==> config.mk <==
export PLATFORM = sky130hd
export DESIGN_NAME = seg7_scan_ctrl
export DESIGN_NICKNAME = d
export VERILOG_FILES = /design/src/rtl/seg7_scan_ctrl.sv
export SDC_FILE = /design/constraint.sdc
export NUM_CORES = 1
export LEC_CHECK = 0
export BUFFER_PORTS_ARGS = -buffer_cell sky130_fd_sc_hd__buf_2
export CORE_UTILIZATION = 52
export DETAILED_ROUTE_END_ITERATION = 12
export PLACE_DENSITY = 0.81
export SLEW_MARGIN = 20
export SYNTH_ARGS = -nofsm -noshare
export SYNTH_HDL_FRONTEND = slang
export SYNTH_SLANG_ARGS = --single-unit
==> constraint.sdc <==
create_clock -name clk -period 2.6 [get_ports clk]
set_clock_uncertainty 0.05 [all_clocks]
set_input_delay 0.13 -clock clk [delete_from_list [all_inputs] [get_ports clk]]
set_output_delay 0.13 -clock clk [all_outputs]
set_load 0.05 [all_outputs]
==> src/rtl/seg7_scan_ctrl.sv <==
// Time-multiplexed 7-segment scan controller with frame-aligned word swap.
// Optional macro LEADING_ZERO_BLANK_EN darkens leading zero digits (digit 0 always lit).
module seg7_scan_ctrl #(
    parameter int unsigned NUM_DIGITS   = 4,
    parameter int unsigned DIV_W        = 16,
    parameter int unsigned REFRESH_DIV  = 50000,
    parameter int unsigned BLANK_CYCLES = 64
) (
    input  logic                      clk,
    input  logic                      rst,
    input  logic                      enable,
    input  logic                      load_valid,
    input  logic [4*NUM_DIGITS-1:0]   load_data,
    output logic                      load_ready,
    output logic [3:0]                dig_code,
    output logic [NUM_DIGITS-1:0]     dig_sel,
    output logic                      blank,
    output logic                      frame_done
);

    localparam int unsigned IdxW = (NUM_DIGITS > 1) ? $clog2(NUM_DIGITS) : 1;
    localparam logic [DIV_W-1:0] BlankLast = DIV_W'(BLANK_CYCLES - 1);
    localparam logic [DIV_W-1:0] ShowLast  = DIV_W'(REFRESH_DIV - 1);
    localparam logic [DIV_W-1:0] CntOne    = DIV_W'(1);
    localparam logic [IdxW-1:0]  IdxLast   = IdxW'(NUM_DIGITS - 1);
    localparam logic [IdxW-1:0]  IdxOne    = IdxW'(1);

    localparam logic [1:0] StIdle  = 2'd0;
    localparam logic [1:0] StBlank = 2'd1;
    localparam logic [1:0] StShow  = 2'd2;

    logic [1:0]                state_q, state_d;
    logic [DIV_W-1:0]          cnt_q, cnt_d;
    logic [IdxW-1:0]           idx_q, idx_d;
    logic [4*NUM_DIGITS-1:0]   active_q, active_d;
    logic [4*NUM_DIGITS-1:0]   pend_q, pend_d;
    logic                      pend_full_q, pend_full_d;
    logic                      load_ready_q, load_ready_d;
    logic [3:0]                dig_code_q, dig_code_d;
    logic [NUM_DIGITS-1:0]     dig_sel_q, dig_sel_d;
    logic                      blank_q, blank_d;
    logic                      frame_done_q, frame_done_d;
    logic                      boundary;
    logic                      xfer;
    logic [3:0]                cur_code;
    logic                      lit_ok;

    // Scan sequencing and pending-to-active transfer
    always_comb begin
        state_d     = state_q;
        cnt_d       = cnt_q;
        idx_d       = idx_q;
        active_d    = active_q;
        pend_d      = pend_q;
        pend_full_d = pend_full_q;
        boundary    = 1'b0;
        xfer        = 1'b0;
        if (!enable) begin
            state_d = StIdle;
            cnt_d   = '0;
            idx_d   = '0;
        end else begin
            case (state_q)
                StIdle: begin
                    state_d = StBlank;
                    cnt_d   = '0;
                    idx_d   = '0;
                    xfer    = 1'b1;
                end
                StBlank: begin
                    if (cnt_q == BlankLast) begin
                        state_d = StShow;
                        cnt_d   = '0;
                    end else begin
                        cnt_d = cnt_q + CntOne;
                    end
                end
                StShow: begin
                    if (cnt_q == ShowLast) begin
                        state_d = StBlank;
                        cnt_d   = '0;
                        if (idx_q == IdxLast) begin
                            idx_d    = '0;
                            boundary = 1'b1;
                            xfer     = 1'b1;
                        end else begin
                            idx_d = idx_q + IdxOne;
                        end
                    end else begin
                        cnt_d = cnt_q + CntOne;
                    end
                end
                default: begin
                    state_d = StIdle;
                    cnt_d   = '0;
                    idx_d   = '0;
                end
            endcase
        end
        if (xfer && pend_full_q) begin
            active_d    = pend_q;
            pend_full_d = 1'b0;
        end
        // Ready only when pending is empty, so accept and transfer never collide
        if (load_valid && load_ready_q) begin
            pend_d      = load_data;
            pend_full_d = 1'b1;
        end
        load_ready_d = ~pend_full_d;
    end

    always_comb begin
        cur_code = '0;
        for (int i = 0; i < NUM_DIGITS; i++) begin
            if (idx_q == IdxW'(i)) cur_code = active_q[4*i +: 4];
        end
    end

`ifdef LEADING_ZERO_BLANK_EN
    logic [NUM_DIGITS-1:0] dark;
    logic                  zero_above;

    // dark[i]: digit i and every digit above it are zero
    always_comb begin
        dark       = '0;
        zero_above = 1'b1;
        for (int i = NUM_DIGITS - 1; i >= 1; i--) begin
            zero_above = zero_above & (active_q[4*i +: 4] == 4'd0);
            dark[i]    = zero_above;
        end
        lit_ok = ~dark[idx_q];
    end
`else
    assign lit_ok = 1'b1;
`endif

    always_comb begin
        dig_sel_d  = '0;
        dig_code_d = '0;
        if (enable && state_q != StIdle) begin
            dig_code_d = cur_code;
            if (state_q == StShow && lit_ok) begin
                dig_sel_d = {{(NUM_DIGITS-1){1'b0}}, 1'b1} << idx_q;
            end
        end
        blank_d      = (dig_sel_d == '0);
        frame_done_d = boundary;
    end

    always_ff @(posedge clk) begin
        if (rst) begin
            state_q      <= StIdle;
            cnt_q        <= '0;
            idx_q        <= '0;
            active_q     <= '0;
            pend_q       <= '0;
            pend_full_q  <= 1'b0;
            load_ready_q <= 1'b1;
            dig_code_q   <= '0;
            dig_sel_q    <= '0;
            blank_q      <= 1'b1;
            frame_done_q <= 1'b0;
        end else begin
            state_q      <= state_d;
            cnt_q        <= cnt_d;
            idx_q        <= idx_d;
            active_q     <= active_d;
            pend_q       <= pend_d;
            pend_full_q  <= pend_full_d;
            load_ready_q <= load_ready_d;
            dig_code_q   <= dig_code_d;
            dig_sel_q    <= dig_sel_d;
            blank_q      <= blank_d;
            frame_done_q <= frame_done_d;
        end
    end

    assign load_ready = load_ready_q;
    assign dig_code   = dig_code_q;
    assign dig_sel    = dig_sel_q;
    assign blank      = blank_q;
    assign frame_done = frame_done_q;

endmodule
==> flow_summary.yaml, run 1 <==
detailed_routing:
  final_antenna_net_count: 0
  detailedRoute.firstPassIterationCount: 4
  routed_via_density: 5.124
  drt_wl_total_mm: 5.240
  remaining_drcs: 0
  detailroute.via_count: 2142
  detail_route.iter0.violations: 130
  routed_wire_length_per_instance_microns: 12.54
yosys:
  synth_nets: 329
  yosys_most_used_dff: "sky130_fd_sc_hd__dfxtp_1"
  synthesis.area_sq_um: 2654
  synth_top_area_share_pct: 48.28
  synth_enable_flop_cells: 0
  ys_types: 31
  netlist_instances: 300
  synth-warning-count: 0
  synth.area.top_cells: "sky130_fd_sc_hd__dfxtp_1 (48%), sky130_fd_sc_hd__nand2_1 (6.5%), sky130_fd_sc_hd__mux2i_1 (6.0%)"
  synth_seq_area_share_pct: 48.28
  yosys.area.top_type: "sky130_fd_sc_hd__dfxtp_1"
  async_reset_ff_share_pct: 0
  syn-mean-instance-area_sq_um: 8.846
  postSynthRegisterBits: 64
cts:
  clock_tree_root_buffer_cell: "sky130_fd_sc_hd__clkbuf_8"
  cts_buffers: 9
  post_cts_resize_count: 0
  cts_tree: "done"
  clock_sinks: 64
  cts-root-to-sink-buffers: 2
  clk_transition_reported_paths_ns: 0.07
  ctsHtreeMaxLevel: 3
  clkLatencyLatePin_ns: 0.35
  setup_repair_bufs_after_cts: 0
  cts-hold-fix-buffers: 16
die:
  top_level_ports: 31
  die_height_microns: 73.44
  num_rows: 25
  floorplan.initialDensity_pct: 55.09
  core_area_sq_um: 4817
  die_wd_microns: 73.44
  floorplan.die_area_sq_um: 5393
setup_path:
  crit_path_end_kind: "register"
  critical_path_arrival_ns: 2.30
  worst-setup-path-type: "reg2reg"
  crit_path_end: "cnt_q[8]"
  critical_r2r_capture: "cnt_q[8]"
  reg2reg_slack_ns: 0.44
  worstPathCellList: "or4_4 -> nor3_4 -> a21boi_2 -> o211ai_2 -> nor2_1"
  slowest_stage: "sky130_fd_sc_hd__o211ai_2"
  timing.critical_path.from: "cnt_q[10]"
  r2r.worst_path.cells: 5
  regToRegStartpoint: "cnt_q[10]"
  critPathMaxFanout: 16
  crit_path_max_incr_delay_ns: 0.61
  required_ns: 2.74
  crit_path_start_kind: "register"
sta:
  worst_pin_slew_ns: 0.6938
  setup_tns_ns: 0
  finalWorstPathRequiredPeriod_ns: 2.155
  setup_repair_after_global_routing_missed_its_margin: "false"
  final-hold-violation-count: 0
  fmax_mhz: 464.0
  setup_viol: 0
  timing.max_slew.rel_slack_pct: 53.61
  final_max_slew_viol_count: 0
  layout_worst_path_cycle_share_pct: 82.89
power:
  cellPowerDensity_nw_per_um2: 599.2
  finalPower_uw: 1915
  vdd.ir_drop.worst_mv: 0.3971
  static-leakage-power_uw: 0.001345
finish:
  fillers: 405
  n_antenna_cell: 0
  final_net_count: 375
  flow.area_growth_from_synthesis_pct: 20.41
  final_layout_size_suffix_gt1_share_pct: 14.81
place:
  numPortBuffers: 30
  place.detailed.hpwl_mm: 3.273
  weighted_congestion_reported_at_the_end_of_routability_driven_placement: 0.8287
job:
  cap_viol_max_count: 0
global_route:
  global_route.overflow_total: 0
  grtUsageTotal_pct: 21.97
  grt_first_pass_wirelength_mm: 8.852
  grt_max_degree: 35
  grt_antenna_before_repair: 0
  via_count_of_the_first_global_routing_pass: 1967
hold_path:
  hold_path_class: "in2reg"
  hold_path_cell_cnt: 4
status:
  status: "finished, final reports clean"
-- metal layers --
layer / global-route usage [%] / vias to the layer above / routed length (microns)
met5: 0 / - / 0
li1: - / 1104 / -
met3: 4.527 / 13 / 210
met4: 11.32 / 0 / 133
met1: 28.97 / 972 / 2571
met2: 33.94 / 53 / 2325
-- logic make-up (layout without fill, tap and decap cells) --
logic type	count (synthesis)	in the layout	synth area share, %
AND/OR/NAND/NOR	133	133	24.38
flip-flops	64	64	48.28
AO/OA/AOI/OAI	44	44	9.524
buffers and inverters	20	71	2.923
multiplexers	16	16	6.035
XOR/XNOR	14	14	4.621
adder cells (fa/ha/maj)	9	9	4.243
-- worst max-delay path, delay by kind of cell (launching register included) --
kind | cells | cell delay, ns
flops | 1 | 0.36
simple gates | 3 | 0.85
compound gates | 2 | 0.75
-- stage by stage --
step                      cell area (sq um)  util [%]  setup WS [ns]  std cells  hold slack (ns)
after floorplan                        2654         -         0.6635        300           0.2160
after global placement                 2851     59.19         0.5327        386           0.3206
after detailed placement               2851     59.19         0.4774        386           0.3255
after CTS                              3196     66.34         0.4467        418          0.08872
after global routing                   3196     66.34         0.2923        418           0.1557
final                                  3196     66.34         0.4449        418           0.1184
-- cells in the mapped netlist, drive strengths merged, types with 2 or more instances --
cell type and number:
nand4 4, nand3 5, mux2i 16, dfxtp 64, o21ai 9, and2 8
nor2 42, a21oi 29, and3 7, nand2b 2, ha 9, nand3b 5
xnor2 7, and4 4, buf 2, clkbuf 11, xor2 7, nand4b 2
nand2 46, or4 5, inv 7
-- worst min path at each step --
| stage | to | startpoint | slack [ns] |
|---|---|---|---|
| 6_report | state_q[1] | rst | 0.12 |
| 5_1_grt | state_q[1] | rst | 0.16 |
| 4_1_cts | state_q[1] | rst | 0.09 |
| 3_5_place_dp | pend_q[12] | load_data[12] | 0.33 |
| 3_3_place_gp | pend_q[6] | load_data[6] | 0.32 |
| 2_1_floorplan | pend_q[0] | load_data[0] | 0.22 |
-- area by class of cell --
| type | instances | area [sq um] | area share (%) |
|---|---|---|---|
| clock buffer | 12 | 155.1 | 4.855 |
| clock inverter | 4 | 28.78 | 0.9005 |
| inverter | 7 | 26.28 | 0.8222 |
| multi-input combinational | 216 | 1295 | 40.52 |
| sequential | 64 | 1281 | 40.09 |
| tap | 67 | 83.83 | 2.623 |
| timing repair buffer | 48 | 325.3 | 10.18 |
-- flip-flops by register name, summed over array words and instances, names as in the netlist --
| signal | cells |
|---|---|
| load_ready | 1 |
| frame_done | 1 |
| idx_q | 2 |
| cnt_q | 16 |
| dig_code | 4 |
| active_q | 16 |
| dig_sel | 4 |
| pend_q | 16 |
| state_q | 2 |
| pend_full_q | 1 |
| blank | 1 |
-- placed cells by master (no fill, tap or decap), drive strengths merged, types with 2 or more instances in the layout --
cell         count
nor2            42
dlygate4sd3     16
a21oi           29
clkinvlp         2
and4             4
mux2i           16
xor2             7
clkbuf          12
nand2           46
clkinv           2
nand4b           2
buf             32
and2             8
nand3b           5
nand4            4
or4              5
nand2b           2
ha               9
xnor2            7
inv              7
o21ai            9
dfxtp           64
nand3            5
and3             7
-- report_power, final --
| part | total, uW | internal (uW) | leakage [uW] | switching [uW] |
|---|---|---|---|---|
| clock network | 782 | 398 | 0.0000886 | 384 |
| registers | 1020 | 1000 | 0.000519 | 13.5 |
| logic | 117 | 54.2 | 0.000738 | 62.9 |
| total | 1910 | 1450 | 0.00135 | 461 |
Power figures use the tool's default switching activity.
==> run 2: changes to the inputs <==
==> constraint.sdc (replaced) <==
create_clock -name clk -period 2.13 [get_ports clk]
set_clock_uncertainty 0.05 [all_clocks]
set_input_delay 0.1065 -clock clk [delete_from_list [all_inputs] [get_ports clk]]
set_output_delay 0.1065 -clock clk [all_outputs]
set_load 0.05 [all_outputs]
==> flow_summary.yaml, run 2 (synthesis gave the netlist of run 1 again) <==
setup_path:
  crit_path_start_kind: "register"
  crit_path_end_kind: "register"
  regToRegStartpoint: "cnt_q[13]"
  critical_path_arrival_ns: 2.33
  timing.critical_path.from: "cnt_q[13]"
  required_ns: 2.35
  critPathMaxFanout: 5
  worst-setup-path-type: "reg2reg"
sta:
  final_max_slew_viol_count: 0
  setup_viol: 0
  fmax_mhz: 473.4
  final-hold-violation-count: 0
  layout_worst_path_cycle_share_pct: 99.16
  worst_pin_slew_ns: 0.5949
  finalWorstPathRequiredPeriod_ns: 2.112
  timing.max_slew.rel_slack_pct: 60.24
die:
  floorplan.die_area_sq_um: 5393
  core_area_sq_um: 4817
  top_level_ports: 31
  die_height_microns: 73.44
  die_wd_microns: 73.44
  floorplan.initialDensity_pct: 55.09
  num_rows: 25
detailed_routing:
  detail_route.iter0.violations: 191
  routed_via_density: 5.214
  routed_wire_length_per_instance_microns: 12.63
  detailedRoute.firstPassIterationCount: 4
  final_antenna_net_count: 0
  detailroute.via_count: 2216
  remaining_drcs: 0
  drt_wl_total_mm: 5.368
finish:
  fillers: 391
  flow.area_growth_from_synthesis_pct: 24.80
  leading_cell_type_in_the_layout_fill_and_taps_excluded: "sky130_fd_sc_hd__dfxtp_1"
  final_net_count: 382
  final_design_area_no_fill_sq_um: 3312
  final_layout_size_suffix_gt1_share_pct: 17.04
  n_antenna_cell: 0
  most-common-layout-cells: "sky130_fd_sc_hd__dfxtp_1 (63), sky130_fd_sc_hd__nand2_1 (46), sky130_fd_sc_hd__nor2_1 (42)"
  layout_top_registers: "active_q (16), cnt_q (16), pend_q (16)"
  final_core_utilization_pct: 68.75
cts:
  ctsHtreeMaxLevel: 3
  clock_tree_root_buffer_cell: "sky130_fd_sc_hd__clkbuf_8"
  clock_sinks: 64
  cts_buffers: 9
  cts-root-to-sink-buffers: 2
  clkLatencyLatePin_ns: 0.34
  clk_transition_reported_paths_ns: 0.07
  cts_tree: "done"
global_route:
  grtUsageTotal_pct: 21.69
  global_route_met2_utilization_pct: 32.11
  grt_first_pass_wirelength_mm: 8.721
  grt_util_met1_pct: 28.06
  gr-usage-met3_pct: 5.487
  global_route.overflow_total: 0
  top_usage_layer: "met2"
  grt_max_degree: 35
  grt_antenna_before_repair: 0
  via_count_of_the_first_global_routing_pass: 2003
power:
  pwr-share-seq_pct: 48.2
  finalPower_uw: 2573
  p_int_uw: 2015
  switching_power_summed_over_all_nets_uw: 558.3
  static-leakage-power_uw: 0.001406
  cellPowerDensity_nw_per_um2: 777.0
  p_sw_share_pct: 21.70
  vdd.ir_drop.worst_mv: 0.4398
  power.share.combinational_pct: 5.6
  pwr-share-clk_pct: 46.2
job:
  cap_viol_max_count: 0
place:
  place.detailed.hpwl_mm: 3.288
  dpl-instance-area_sq_um: 2882
  numPortBuffers: 30
  weighted_congestion_reported_at_the_end_of_routability_driven_placement: 0.8314
status:
  status: "finished, final reports clean"
hold_path:
  hold_path_class: "in2reg"
  hold_path.startpoint: "rst"
==> run 2: layer usage <==
metal  vias up  share of wire (%)
li1       1125                  -
met5         -                  0
met3        17                5.0
met1      1005                 47
met2        69                 45
met4         0                3.3
==> run 2: through the flow <==
step	TNS, ns	setup WS [ns]	cells	hold slack, ns
after floorplan	0	0.1935	300	0.1925
after global placement	0	0.1695	390	0.2967
after detailed placement	0	0.1567	390	0.3041
after CTS	0	0.1185	422	0.05082
after global routing	-0.06599	-0.02899	425	0.1121
final	0	0.01781	425	0.07832
==> run 2: layout make-up <==
cell class	count	area (sq um)	share of cell area (%)
multi-input cells	217	1318	39.78
clock buffers	12	155.1	4.685
well taps	67	83.83	2.531
flip-flops and latches	64	1282	38.72
inverters	7	26.28	0.7934
repair buffers	54	370.4	11.18
clock inverters	4	76.32	2.304
==> run 2: final timing paths <==
path | to | slack [ns] | cells after the start
worst max-delay path | state_q[0] | 0.02 | 5
worst min-delay path | state_q[1] | 0.08 | 4
worst max register to register | state_q[0] | 0.02 | 5
worst min register to register | pend_q[9] | 0.41 | 2
==> run 2: what timing repair did <==
item,CTS,global route
buffers inserted,0,2
setup endpoints to repair,0,1
hold buffers,16,0
resized for setup,0,3
hold endpoints to repair,16,0
==> run 2: power by group through the flow <==
stage | registers, uW | clock network (uW) | logic (uW)
CTS | 1240 | 1210 | 141
floorplan | 1270 | 0 | 77.9
finish | 1240 | 1190 | 145
detailed placement | 1270 | 0 | 117
global route | 1240 | 1250 | 160
global placement | 1260 | 0 | 115
==> run 2: critical path: stages (launching register included) <==
cell and delay, ns:
sky130_fd_sc_hd__dfxtp_1 0.34, sky130_fd_sc_hd__or4_4 0.57, sky130_fd_sc_hd__nor3_4 0.29, sky130_fd_sc_hd__a21boi_4 0.12, sky130_fd_sc_hd__or4_1 0.51, sky130_fd_sc_hd__a21oi_1 0.17
